[config.mk]
export PLATFORM = sky130hd
export DESIGN_NAME = fb_port_arbiter
export DESIGN_NICKNAME = d
export VERILOG_FILES = /design/src/rtl/fb_pkg.sv /design/src/rtl/fb_wr_fifo.sv /design/src/rtl/fb_port_arbiter.sv
export SDC_FILE = /design/constraint.sdc
export NUM_CORES = 1
export LEC_CHECK = 0
export ABC_AREA = 1
export BUFFER_PORTS_ARGS = -buffer_cell sky130_fd_sc_hd__clkbuf_2
export CORE_MARGIN = 2
export CORE_UTILIZATION = 51
export CTS_CLUSTER_SIZE = 40
export DETAILED_ROUTE_END_ITERATION = 12
export PLACE_DENSITY = 0.78
export SYNTH_ARGS = -nofsm -noshare
export SYNTH_HDL_FRONTEND = slang
export SYNTH_SLANG_ARGS = --single-unit
[constraint.sdc]
create_clock -name clk -period 5.7 [get_ports clk]
set_clock_uncertainty 0.1 [all_clocks]
set_input_delay 0 -clock clk [delete_from_list [all_inputs] [get_ports clk]]
set_output_delay 0 -clock clk [all_outputs]
set_load 0.02 [all_outputs]
[src/rtl/fb_pkg.sv]
// Shared framebuffer definitions: geometry, bus widths and the arbiter state type.
// Used by the display top, the scanout logic and the framebuffer port arbiter.
package fb_pkg;

    localparam int ADDR_W         = 15;
    localparam int DATA_W         = 32;
    localparam int WORDS_PER_LINE = 20;
    localparam int FB_LINES       = 480;
    localparam int FB_WORDS       = FB_LINES * WORDS_PER_LINE;
    localparam int FIFO_DEPTH     = 4;

    // IDLE: normal service; DRAIN: host stalled while queued writes retire;
    // CLEAR: fill engine walking the whole framebuffer.
    typedef enum logic [1:0] {
        IDLE  = 2'd0,
        DRAIN = 2'd1,
        CLEAR = 2'd2
    } fb_arb_state_t;

endpackage

[src/rtl/fb_wr_fifo.sv]
// Small synchronous FIFO holding pending host writes as {addr, data}.
// The head entry is presented combinationally so the arbiter can issue it
// in the same cycle it decides to pop.
module fb_wr_fifo #(
    parameter int ADDR_W = 15,
    parameter int DATA_W = 32,
    parameter int DEPTH  = 4
) (
    input  logic              clk,
    input  logic              reset,
    input  logic              push,
    input  logic [ADDR_W-1:0] push_addr,
    input  logic [DATA_W-1:0] push_data,
    input  logic              pop,
    output logic              full,
    output logic              empty,
    output logic [ADDR_W-1:0] head_addr,
    output logic [DATA_W-1:0] head_data
);

    localparam int PTR_W = $clog2(DEPTH);

    logic [ADDR_W-1:0] addr_mem [DEPTH];
    logic [DATA_W-1:0] data_mem [DEPTH];
    logic [PTR_W-1:0]  wr_ptr;
    logic [PTR_W-1:0]  rd_ptr;
    logic [PTR_W:0]    count;
    logic              do_push;
    logic              do_pop;

    assign full      = (count == (PTR_W+1)'(DEPTH));
    assign empty     = (count == '0);
    assign do_push   = push & ~full;
    assign do_pop    = pop & ~empty;
    assign head_addr = addr_mem[rd_ptr];
    assign head_data = data_mem[rd_ptr];

    // Entry storage: written on push only.
    // NOTE: storage has no reset; the pointers alone define which entries are valid.
    always_ff @(posedge clk) begin
        if (do_push) begin
            addr_mem[wr_ptr] <= push_addr;
            data_mem[wr_ptr] <= push_data;
        end
    end

    // Pointer and occupancy tracking; DEPTH is a power of two so pointers wrap naturally.
    // NOTE: sequential state uses non-blocking assignments so every flop samples pre-edge values.
    always_ff @(posedge clk or negedge reset) begin
        if (!reset) begin
            wr_ptr <= '0;
            rd_ptr <= '0;
            count  <= '0;
        end else begin
            if (do_push) wr_ptr <= wr_ptr + 1'b1;
            if (do_pop)  rd_ptr <= rd_ptr + 1'b1;
            if (do_push && !do_pop)      count <= count + 1'b1;
            else if (do_pop && !do_push) count <= count - 1'b1;
        end
    end

endmodule

[src/rtl/fb_port_arbiter.sv]
// Sole owner of the single-port 1bpp framebuffer RAM. Each cycle at most one RAM
// operation is issued, chosen by fixed priority: scanout fetch, then the oldest
// queued host write, then the next word of a full-screen clear.
module fb_port_arbiter #(
    parameter int ADDR_W     = 15,
    parameter int DATA_W     = 32,
    parameter int FB_WORDS   = 9600,
    parameter int FIFO_DEPTH = 4
) (
    input  logic              clk,
    input  logic              reset,
    // host Avalon slave
    input  logic              chipselect,
    input  logic              write,
    input  logic [ADDR_W-1:0] address,
    input  logic [DATA_W-1:0] writedata,
    output logic              waitrequest,
    // scanout fetch
    input  logic              fetch_req,
    input  logic [ADDR_W-1:0] fetch_addr,
    output logic              fetch_valid,
    output logic [DATA_W-1:0] fetch_data,
    // clear engine control
    input  logic              clear_start,
    input  logic [DATA_W-1:0] clear_value,
    output logic              clear_busy,
    output logic              clear_done,
    output logic [15:0]       drop_count,
    // framebuffer RAM
    output logic [ADDR_W-1:0] ram_addr,
    output logic              ram_we,
    output logic [DATA_W-1:0] ram_wdata,
    input  logic [DATA_W-1:0] ram_rdata
);

    import fb_pkg::*;

    localparam logic [ADDR_W-1:0] WORD_LIMIT = ADDR_W'(FB_WORDS);
    localparam logic [ADDR_W-1:0] LAST_WORD  = ADDR_W'(FB_WORDS - 1);

    fb_arb_state_t     state;
    logic [ADDR_W-1:0] clear_ptr;
    logic [DATA_W-1:0] clear_word;

    logic              fifo_full;
    logic              fifo_empty;
    logic              fifo_push;
    logic              fifo_pop;
    logic [ADDR_W-1:0] head_addr;
    logic [DATA_W-1:0] head_data;

    logic              host_accept;
    logic              addr_in_range;
    logic              grant_host;
    logic              grant_clear;
    logic              clear_last;

    logic              rd_stage1;
    logic              rd_stage2;

    // Stall depends only on registered state, so there is no input-to-output path.
    assign waitrequest   = fifo_full | (state != IDLE);
    assign host_accept   = chipselect & write & ~waitrequest;
    assign addr_in_range = (address < WORD_LIMIT);
    assign fifo_push     = host_accept & addr_in_range;

    // Fixed priority: a fetch always wins the slot, host writes beat the clear engine.
    assign grant_host  = ~fetch_req & ~fifo_empty;
    assign grant_clear = ~fetch_req & fifo_empty & (state == CLEAR);
    assign fifo_pop    = grant_host;
    assign clear_last  = grant_clear & (clear_ptr == LAST_WORD);

    fb_wr_fifo #(
        .ADDR_W (ADDR_W),
        .DATA_W (DATA_W),
        .DEPTH  (FIFO_DEPTH)
    ) u_wr_fifo (
        .clk       (clk),
        .reset     (reset),
        .push      (fifo_push),
        .push_addr (address),
        .push_data (writedata),
        .pop       (fifo_pop),
        .full      (fifo_full),
        .empty     (fifo_empty),
        .head_addr (head_addr),
        .head_data (head_data)
    );

    // Register the granted operation onto the RAM port; address holds when the slot is unused.
    always_ff @(posedge clk or negedge reset) begin
        if (!reset) begin
            ram_addr  <= '0;
            ram_we    <= 1'b0;
            ram_wdata <= '0;
        end else if (fetch_req) begin
            ram_addr  <= fetch_addr;
            ram_we    <= 1'b0;
        end else if (grant_host) begin
            ram_addr  <= head_addr;
            ram_wdata <= head_data;
            ram_we    <= 1'b1;
        end else if (grant_clear) begin
            ram_addr  <= clear_ptr;
            ram_wdata <= clear_word;
            ram_we    <= 1'b1;
        end else begin
            ram_we    <= 1'b0;
        end
    end

    // Fetch pipeline: address on RAM at N+1, data back at N+2, registered out at N+3.
    always_ff @(posedge clk or negedge reset) begin
        if (!reset) begin
            rd_stage1   <= 1'b0;
            rd_stage2   <= 1'b0;
            fetch_valid <= 1'b0;
            fetch_data  <= '0;
        end else begin
            rd_stage1   <= fetch_req;
            rd_stage2   <= rd_stage1;
            fetch_valid <= rd_stage2;
            if (rd_stage2) fetch_data <= ram_rdata;
        end
    end

    // Count host writes that fall outside the framebuffer, saturating at all-ones.
    always_ff @(posedge clk or negedge reset) begin
        if (!reset) begin
            drop_count <= '0;
        end else if (host_accept && !addr_in_range && drop_count != 16'hFFFF) begin
            drop_count <= drop_count + 16'd1;
        end
    end

    // Clear sequencer: drain queued host writes, then fill every word with the latched value.
    always_ff @(posedge clk or negedge reset) begin
        if (!reset) begin
            state      <= IDLE;
            clear_ptr  <= '0;
            clear_word <= '0;
            clear_busy <= 1'b0;
            clear_done <= 1'b0;
        end else begin
            clear_done <= 1'b0;
            case (state)
                IDLE: begin
                    if (clear_start) begin
                        state      <= DRAIN;
                        clear_word <= clear_value;
                        clear_ptr  <= '0;
                        clear_busy <= 1'b1;
                    end
                end
                DRAIN: begin
                    if (fifo_empty) state <= CLEAR;
                end
                CLEAR: begin
                    if (grant_clear) begin
                        clear_ptr <= clear_ptr + 1'b1;
                        if (clear_last) begin
                            state      <= IDLE;
                            clear_busy <= 1'b0;
                            clear_done <= 1'b1;
                        end
                    end
                end
                default: begin
                    state      <= IDLE;
                    clear_busy <= 1'b0;
                end
            endcase
        end
    end

endmodule
==> flow_summary.yaml, run 1 <==
run_status:
  outcome: "completed"
power_and_ir_drop:
  max-vdd-ir-drop_mv: 0.2928
  power.leakage_nw: 8.006
  swShare: 0.3497
  power_frac_seq: 0.417
  p_comb_frac: 0.289
  intPower_mw: 5.069
  total_power_mw: 7.796
  p_clk_frac: 0.293
  powerDensity_nw_per_um2: 422.4
  switching_power_mw: 2.726
timing:
  fmax_ghz: 0.2885
  grt_setup_unrepaired: "false"
  hold_viol_final: 0
  fin_crit_sh: 0.6081
  slew_violations: 0
  finalSetupViolCount: 0
  holdWs_ns: 0.03614
  setup_slack_ns: 2.234
  tns_ns: 0
  period_minus_slack_ns: 3.466
  max-slew-margin-rel: 0.1487
  tightest_slew_ns: 1.277
global_routing:
  grt_pass1_vias: 11250
  grt_pass1_wl_um: 57970
  antenna_found_initial: 4
  grt.total_usage: 0.2407
  grt_overflow: 0
  grt_max_degree: 126
cts:
  clkTransAtPathRegs_ns: 0.06
  cts_buffer_depth: 3
  cts_tree: "built"
  clk_latency_ns: 0.52
  clockRootBuffer: "clkbuf_16"
  cts_made_buffers: 36
  cts.sinks: 345
  cts_max_level: 2
  cts_setup_buffers: 0
die:
  core_area_um2: 27930
  rows: 61
  die_area_um2: 29840
  initial_utilization: 0.5198
  io_pins: 232
  dieHeight_um: 172.7
  fp.dieW_um: 172.7
synth:
  synth_edf_count: 188
  yosysWarnings: 0
  syn-cell-area_um2: 14520
  ys_ff_latch: 345
  synth_cell_type_count: 38
  yosysSeqAreaShare: 0.6594
  async_flop_share: 0.4551
  synth_fp_nets: 1505
  avgSynthCellArea_um2: 10.64
  synth_ff_type: "edfxtp_1"
  syn_inst: 1365
place:
  dpl.cell_count: 1921
  dpl_cell_area_um2: 15910
  post-place-ws_ns: 2.815
  io_buffers: 231
  hpwlAfterDp_um: 21250
  place_congestion: 0.9064
detailed_routing:
  wl_per_cell_um: 16.96
  wl_um: 36060
  firstDrtPassIters: 5
  drtIter0Drc: 919
  drt-vias-per-instance: 5.269
  drtAntennaViolNets: 0
  vias: 11200
  drc: 0
cells_and_area:
  areaGrowthSynthToFinish_pct: 27.10
  drive_above_1_share: 0.1983
  post-route-util: 0.6607
  fillers: 2034
  final_area_um2: 18460
  finish.net_count: 1859
  layoutNonFillerInstCount: 2126
critical_path:
  arrival_ns: 3.52
  endpoint_kind: "flip-flop"
  path_class: "reg2reg"
  path_max_fanout: 29
  cp-start-kind: "flip-flop"
  worst_ep_required_time_ns: 5.76
run:
  maxCapViolations: 0
worst_hold_path:
  hp-class: "in2async"
## critical path, stage by stage, from the launching register on
cell and delay [ns]:
dfrtp_1 0.44, nor2_1 0.24, nand4_1 0.15, dlygate4sd3_1 0.59
nor2_1 0.28, inv_1 0.25, nor2_4 0.54, buf_4 0.50
## worst paths after layout
check                                          start                             endpoint  slack, ns  depth (start not counted)
worst min-delay path                           reset            fetch_data[3]$_DFFE_PN0P_       0.04                          2
min in group clk                          chipselect            drop_count[2]$_DFFE_PN0P_       0.09                          7
worst max register to register  state[1]$_DFFE_PN0P_  u_wr_fifo.data_mem[0][23]$_DFFE_PP_       2.23                          7
worst min register to register   rd_stage1$_DFF_PN0_                  rd_stage2$_DFF_PN0_       0.27                          0
max in group asynchronous                      reset            ram_wdata[27]$_DFFE_PN0P_       4.02                          3
worst max-delay path            state[1]$_DFFE_PN0P_  u_wr_fifo.data_mem[0][23]$_DFFE_PP_       2.23                          7
## cells in the final DEF, fill, tap and decap left out, drive strengths merged, types with 2 or more instances in the layout
| cell type | count |
|---|---|
| nand2 | 393 |
| clkbuf | 276 |
| edfxtp | 188 |
| nor2 | 159 |
| dfrtp | 157 |
| dlygate4sd3 | 138 |
| nand3 | 88 |
| inv | 85 |
| o21ai | 68 |
| o211ai | 64 |
| mux2 | 32 |
| a21oi | 16 |
| clkinv | 12 |
| xor2 | 11 |
| buf | 10 |
| nand4 | 7 |
| a31oi | 7 |
| ha | 7 |
| nor3 | 7 |
| xnor2 | 6 |
| clkinvlp | 4 |
| diode | 3 |
| a22oi | 2 |
| and3 | 2 |
| bufinv | 2 |
## flip-flops by register name, indices dropped and copies added, names as in the netlist, 15 cells and up
name / cells
drop_count: 16
ram_wdata: 32
fetch_data: 32
ram_addr: 15
clear_word: 32
clear_ptr: 15
u_wr_fifo.addr_mem: 60
u_wr_fifo.data_mem: 128
## power groups by stage
| stage | Clock (mW) | Combinational (mW) | Sequential, mW |
|---|---|---|---|
| floorplan | 0 | 1.28 | 3.49 |
| CTS | 2.31 | 2.24 | 3.24 |
| global placement | 0 | 2.08 | 3.28 |
| detailed placement | 0 | 2.15 | 3.29 |
| finish | 2.29 | 2.26 | 3.25 |
| global route | 2.40 | 2.50 | 3.29 |
## cells in the mapped netlist, drive strengths merged (2+ instances only)
master	number	area share
o211ai	64	0.033
and3	2	0.00086
xnor2	6	0.0036
buf	49	0.021
nor2	159	0.044
nand2	393	0.10
nand3	88	0.031
ha	7	0.0060
clkbuf	13	0.0034
mux2	32	0.025
a31oi	7	0.0030
clkinv	2	0.00052
a21oi	16	0.0055
nand4	7	0.0030
o21ai	68	0.023
dfrtp	157	0.27
inv	83	0.022
nor3	7	0.0028
xor2	11	0.0066
edfxtp	188	0.39
a22oi	2	0.0010
## per-layer routing
| layer | up-vias | share of wire | global-route usage |
|---|---|---|---|
| met5 | - | 0.00031 | 0 |
| met4 | 2 | 0.042 | 0.1172 |
| met3 | 120 | 0.066 | 0.04046 |
| met2 | 450 | 0.50 | 0.4056 |
| met1 | 5329 | 0.40 | 0.3043 |
| li1 | 5301 | - | - |
## timing repair
item | 4_1_cts | 5_1_grt
hold endpoints to repair | 363 | 0
resized for setup | 0 | 0
hold buffers | 138 | 0
## final cells by class
type	instances	area [um^2]	area share
clock inverter	18	151.4	0.008203
clock buffer	46	1001	0.05424
timing repair buffer	378	2611	0.1415
inverter	85	324.1	0.01756
sequential	345	9577	0.5189
antenna	3	7.507	0.0004068
multi-input combinational	873	4310	0.2336
tap	378	473.0	0.02563
## cell families after synthesis
family                     share of synthesized area
xor gates and xnor gates                     0.01025
DFF                                           0.6594
muxes                                        0.02482
buffers and inverters                        0.04601
adders and majority gates                   0.007410
AOI/OAI and AO/OA                            0.06661
and+or+nand+nor                               0.1855
(Power assumes the default switching activity.)
==> inputs of run 2 (changes only) <==
--- a/config.mk
+++ b/config.mk
@@ -11,7 +11,7 @@
 export CORE_UTILIZATION = 51
 export CTS_CLUSTER_SIZE = 40
 export DETAILED_ROUTE_END_ITERATION = 12
-export PLACE_DENSITY = 0.78
+export PLACE_DENSITY = 0.81
 export SYNTH_ARGS = -nofsm -noshare
 export SYNTH_HDL_FRONTEND = slang
 export SYNTH_SLANG_ARGS = --single-unit
==> constraint.sdc (replaced) <==
create_clock -name clk -period 2.9 [get_ports clk]
set_clock_uncertainty 0.1 [all_clocks]
set_input_delay 0 -clock clk [delete_from_list [all_inputs] [get_ports clk]]
set_output_delay 0 -clock clk [all_outputs]
set_load 0.02 [all_outputs]
==> run 2 against run 1 <==
Net effect: register-to-register slack worse by 1.9 ns; die area unchanged; combinational power up 100%; first-iteration DRC count up 19%; cell count up 0.52%; via count up 2.4%; cell area up 0.94%; hold slack worse by 0.013 ns; core utilization up 0.62 points; sequential share of layout area down 0.48 points; critical path type unchanged.
==> flow_summary.yaml, run 2 (synthesis gave the netlist of run 1 again) <==
timing:
  setup_slack_ns: 0.3509
  max-slew-margin-rel: 0.3671
  tns_ns: 0
  grt_setup_unrepaired: "false"
  holdWs_ns: 0.02325
  fin_crit_sh: 0.8790
  slew_violations: 0
  hold_viol_final: 0
  finalSetupViolCount: 0
  fmax_ghz: 0.3923
  period_minus_slack_ns: 2.549
  tightest_slew_ns: 0.9494
die:
  initial_utilization: 0.5198
  rows: 61
  core_area_um2: 27930
  fp.dieW_um: 172.7
  io_pins: 232
  dieHeight_um: 172.7
  die_area_um2: 29840
critical_path:
  reg2reg_slack_ns: 0.35
  cp-start-kind: "flip-flop"
  reg2reg_depth: 8
  path_class: "reg2reg"
  critPathLaunch: "u_wr_fifo.count[0]$_DFFE_PN0P_"
  path_max_fanout: 19
  crit_end: "ram_addr[9]$_DFFE_PN0P_"
  r2r_end: "ram_addr[9]$_DFFE_PN0P_"
  endpoint_kind: "flip-flop"
  arrival_ns: 2.90
  worst_ep_required_time_ns: 3.25
  regToRegStartpoint: "u_wr_fifo.count[0]$_DFFE_PN0P_"
cts:
  ctsResizeCount: 0
  clockRootBuffer: "clkbuf_16"
  clk_latency_ns: 0.51
  clkTransAtPathRegs_ns: 0.06
  cts_made_buffers: 36
  cts_buffer_depth: 3
  cts_max_level: 2
  cts_setup_buffers: 0
  cts.sinks: 345
  cts_tree: "built"
place:
  post-place-ws_ns: 0.3992
  dpl.cell_count: 1929
  place_congestion: 0.9170
  dpl_cell_area_um2: 16060
  io_buffers: 231
  hpwlAfterDp_um: 22340
cells_and_area:
  final-seq-area_um2: 9577
  fillers: 2025
  post-route-util: 0.6669
  reg_top3: "u_wr_fifo.data_mem x128, u_wr_fifo.addr_mem x60"
  top_register: "u_wr_fifo.data_mem"
  drive_above_1_share: 0.1992
  final_common_cell: "nand2_1"
  mostFrequentLayoutCells: "nand2_1, clkbuf_2, edfxtp_1"
  largest_reg_flops: 128
  finish.net_count: 1870
  multiInputGateArea_um2: 4310
  areaGrowthSynthToFinish_pct: 28.30
  layoutNonFillerInstCount: 2137
  final_area_um2: 18630
global_routing:
  grt_pass1_wl_um: 60980
  grt_max_degree: 86
  antenna_found_initial: 3
  use_met1: 0.3141
  grt.total_usage: 0.2544
  use_met3: 0.05409
  grt_overflow: 0
  top_usage_layer: "met2"
  grt_pass1_vias: 11690
  met2_usage: 0.4254
power_and_ir_drop:
  power.leakage_nw: 8.085
  max-vdd-ir-drop_mv: 0.4795
  total_power_mw: 15.49
  powerDensity_nw_per_um2: 831.3
run:
  maxCapViolations: 0
detailed_routing:
  drtAntennaViolNets: 0
  wl_per_cell_um: 17.80
  wl_um: 38040
  vias: 11480
  drc: 0
  drt-vias-per-instance: 5.370
  drtIter0Drc: 1092
  firstDrtPassIters: 5
worst_hold_path:
  hp-class: "in2async"
run_status:
  outcome: "completed"
==> run 2: layout make-up <==
cell class	count	share of cell area
clock buffer	51	0.05467
tap	378	0.02539
inverter	85	0.01740
antenna	2	0.0002687
multi-input combinational	873	0.2314
clock inverter	14	0.007119
sequential	345	0.5141
timing repair buffer	389	0.1497
==> run 2: layer usage <==
metal / vias to the layer above / routed length (um)
li1: 5341 / -
met1: 5406 / 14810
met2: 549 / 18530
met3: 177 / 2643
met4: 2 / 2046
met5: - / 13
==> run 2: worst min-delay path by stage <==
stage / endpoint / cells after the start
6_report: fetch_data[5]$_DFFE_PN0P_ / 2
5_1_grt: fetch_data[1]$_DFFE_PN0P_ / 2
4_1_cts: clear_ptr[0]$_DFFE_PN0P_ / 2
3_5_place_dp: fetch_data[8]$_DFFE_PN0P_ / 1
3_3_place_gp: fetch_data[5]$_DFFE_PN0P_ / 1
2_1_floorplan: clear_busy$_DFFE_PN0P_ / 0
==> run 2: repair_timing <==
action,CTS,global route
endpoints found under the hold margin,404,0
hold buffers,141,0
endpoints found under the setup margin,0,0
==> run 2: worst max-delay path, stage by stage, from the launching register on <==
cell and delay (ns):
dfrtp_1 0.43, nor2_1 0.19, nand2_2 0.13, nor2_4 0.34, nand2_2 0.35, nand3_1 0.24
nor2_1 0.06, dlygate4sd3_1 0.55, nor2_1 0.08
==> run 2: power by group <==
| group | switching (mW) | internal (mW) | total [mW] | leakage (nW) |
|---|---|---|---|---|
| Sequential | 0.514 | 5.92 | 6.43 | 3.64 |
| Clock | 1.84 | 2.64 | 4.48 | 0.560 |
| Combinational | 3.10 | 1.47 | 4.57 | 3.88 |
| Total | 5.46 | 10.0 | 15.5 | 8.08 |
==> inputs of run 3 (changes only) <==
--- a/config.mk
+++ b/config.mk
@@ -11,6 +11,7 @@
 export CORE_UTILIZATION = 51
 export CTS_CLUSTER_SIZE = 40
 export DETAILED_ROUTE_END_ITERATION = 12
+export MAX_ROUTING_LAYER = met4
 export PLACE_DENSITY = 0.81
 export SYNTH_ARGS = -nofsm -noshare
 export SYNTH_HDL_FRONTEND = slang
==> run 3 against run 2 <==
Net effect: cell count rose by 0.19%; sequential cell count did not move; power is 0.27% lower; clock-buffer cell count shrank 2.
==> flow_summary.yaml, run 3 (synthesis gave the netlist of run 1 again) <==
critical_path:
  path_buf_inv: 2
  worst_ep_required_time_ns: 3.21
  cp-start-kind: "flip-flop"
  path_delay_family: "buffers and inverters"
  cpPeakStageDelay_ns: 0.74
  arrival_ns: 3.01
  cp_cell_sequence: "buf_4 > nor2_1 > o21ai_0 > a21oi_1 > nor2_1 > dlygate4sd3_1 > nor2_1"
  path_max_fanout: 50
  path_class: "reg2reg"
  cp_slowest_cell: "dfrtp_2"
  cp_common_cell: "nor2_1"
  endpoint_kind: "flip-flop"
die:
  core_area_um2: 27930
  die_area_um2: 29840
  initial_utilization: 0.5198
  rows: 61
  dieHeight_um: 172.7
  fp.dieW_um: 172.7
  io_pins: 232
timing:
  fin_crit_sh: 0.9311
  tns_ns: 0
  period_minus_slack_ns: 2.700
  grt_setup_unrepaired: "false"
  slew_violations: 0
  setup_slack_ns: 0.1999
  max-slew-margin-rel: 0.3550
  tightest_slew_ns: 0.9675
  hold_viol_final: 0
  fmax_ghz: 0.3704
  finalSetupViolCount: 0
global_routing:
  grt_pass1_wl_um: 60390
  grt_max_degree: 78
  grt.total_usage: 0.2584
  grt_pass1_vias: 11580
  antenna_found_initial: 5
  grt_overflow: 0
cells_and_area:
  reg_top3: "u_wr_fifo.data_mem x128, u_wr_fifo.addr_mem x60"
  final_common_cell: "nand2_1"
  largest_reg_flops: 128
  drive_above_1_share: 0.1998
  fillers: 2016
  areaGrowthSynthToFinish_pct: 28.32
  top_register: "u_wr_fifo.data_mem"
  finish.net_count: 1872
  mostFrequentLayoutCells: "nand2_1, clkbuf_2, edfxtp_1"
detailed_routing:
  vias: 11390
  drc: 0
  firstDrtPassIters: 5
  drt-vias-per-instance: 5.320
  drtIter0Drc: 1154
  drtAntennaViolNets: 0
  wl_per_cell_um: 17.47
  wl_um: 37410
power_and_ir_drop:
  total_power_mw: 15.44
  power.leakage_nw: 8.085
  max-vdd-ir-drop_mv: 0.5400
  powerDensity_nw_per_um2: 828.9
place:
  io_buffers: 231
  hpwlAfterDp_um: 22220
  place_congestion: 0.8588
  post-place-ws_ns: 0.4539
cts:
  cts_tree: "built"
  cts_buffer_depth: 3
  cts.sinks: 345
  cts_made_buffers: 36
  clk_latency_ns: 0.53
  ctsResizeCount: 0
  clkTransAtPathRegs_ns: 0.06
  cts_max_level: 2
  clockRootBuffer: "clkbuf_16"
run_status:
  outcome: "completed"
worst_hold_path:
  hp-class: "in2reg"
run:
  maxCapViolations: 0
==> run 3: changes by cell type in the layout (fill, tap and decap cells not counted) <==
cell        change
clkinv_4        -1
buf_4           +3
clkbuf_1        -1
clkinv_8        +1
inv_16          +1
clkbuf_16       -1
clkinv_2        -2
diode_2         +4
clkinvlp_4      -1
clkinvlp_2      +2
buf_12          -1
==> run 3: where the power goes <==
part / switching (mW) / leakage [nW] / internal (mW)
clock network: 1.87 / 0.552 / 2.59
logic: 3.05 / 3.89 / 1.47
registers: 0.547 / 3.64 / 5.92
total: 5.47 / 8.09 / 9.98
==> run 3: final cells by class <==
cell class	count	area, um^2	share of cell area
multi-input combinational	873	4310	0.2313
clock inverter	14	152.6	0.008192
timing repair buffer	391	2791	0.1498
clock buffer	49	989.7	0.05312
sequential	345	9577	0.5140
inverter	85	324.1	0.01739
tap	378	473.0	0.02538
antenna	6	15.01	0.0008058
==> run 3: worst paths after layout <==
path / start / end / slack [ns] / depth (start not counted)
worst min register to register: rd_stage1$_DFF_PN0_ / rd_stage2$_DFF_PN0_ / 0.26 / 0
worst max-delay path: u_wr_fifo.rd_ptr[1]$_DFFE_PN0P_ / ram_addr[3]$_DFFE_PN0P_ / 0.20 / 7
min in group asynchronous: reset / ram_addr[7]$_DFFE_PN0P_ / 0.50 / 4
worst max register to register: u_wr_fifo.rd_ptr[1]$_DFFE_PN0P_ / ram_addr[3]$_DFFE_PN0P_ / 0.20 / 7
max in group asynchronous: reset / clear_ptr[0]$_DFFE_PN0P_ / 1.77 / 4
worst min-delay path: write / drop_count[12]$_DFFE_PN0P_ / 0.1 / 7
==> run 3: worst register-to-register path: stages, from the launching register on <==
cell           delay, ns
dfrtp_2             0.74
buf_4               0.59
nor2_1              0.12
o21ai_0             0.16
a21oi_1             0.15
nor2_1              0.11
dlygate4sd3_1       0.56
nor2_1              0.05
==> run 3: stage by stage <==
stage,std cells,utilization,hold slack (ns),instance area [um^2]
global route,2140,0.6669,0.1303,18630
finish,2141,0.6670,0.09697,18630
detailed placement,1930,0.5744,-0.1596,16040
floorplan,1365,-,-0.3956,14520
global placement,1930,0.5744,-0.1565,16040
CTS,2135,0.6665,0.08708,18620
==> run 3: per-layer routing <==
layer  part of all wire  track usage  up-vias  wire length [um]
li1                   -            -     5325                 -
met1               0.40       0.3160     5480             14950
met2               0.50       0.4357      475             18730
met3              0.064      0.04288      110              2401
met4              0.035      0.09463        0              1324
met5                  0            -        -                 0
==> run 3: timing repair <==
action,4_1_cts,5_1_grt
hold endpoints to repair,431,0
setup buffers,0,0
hold buffers,142,0
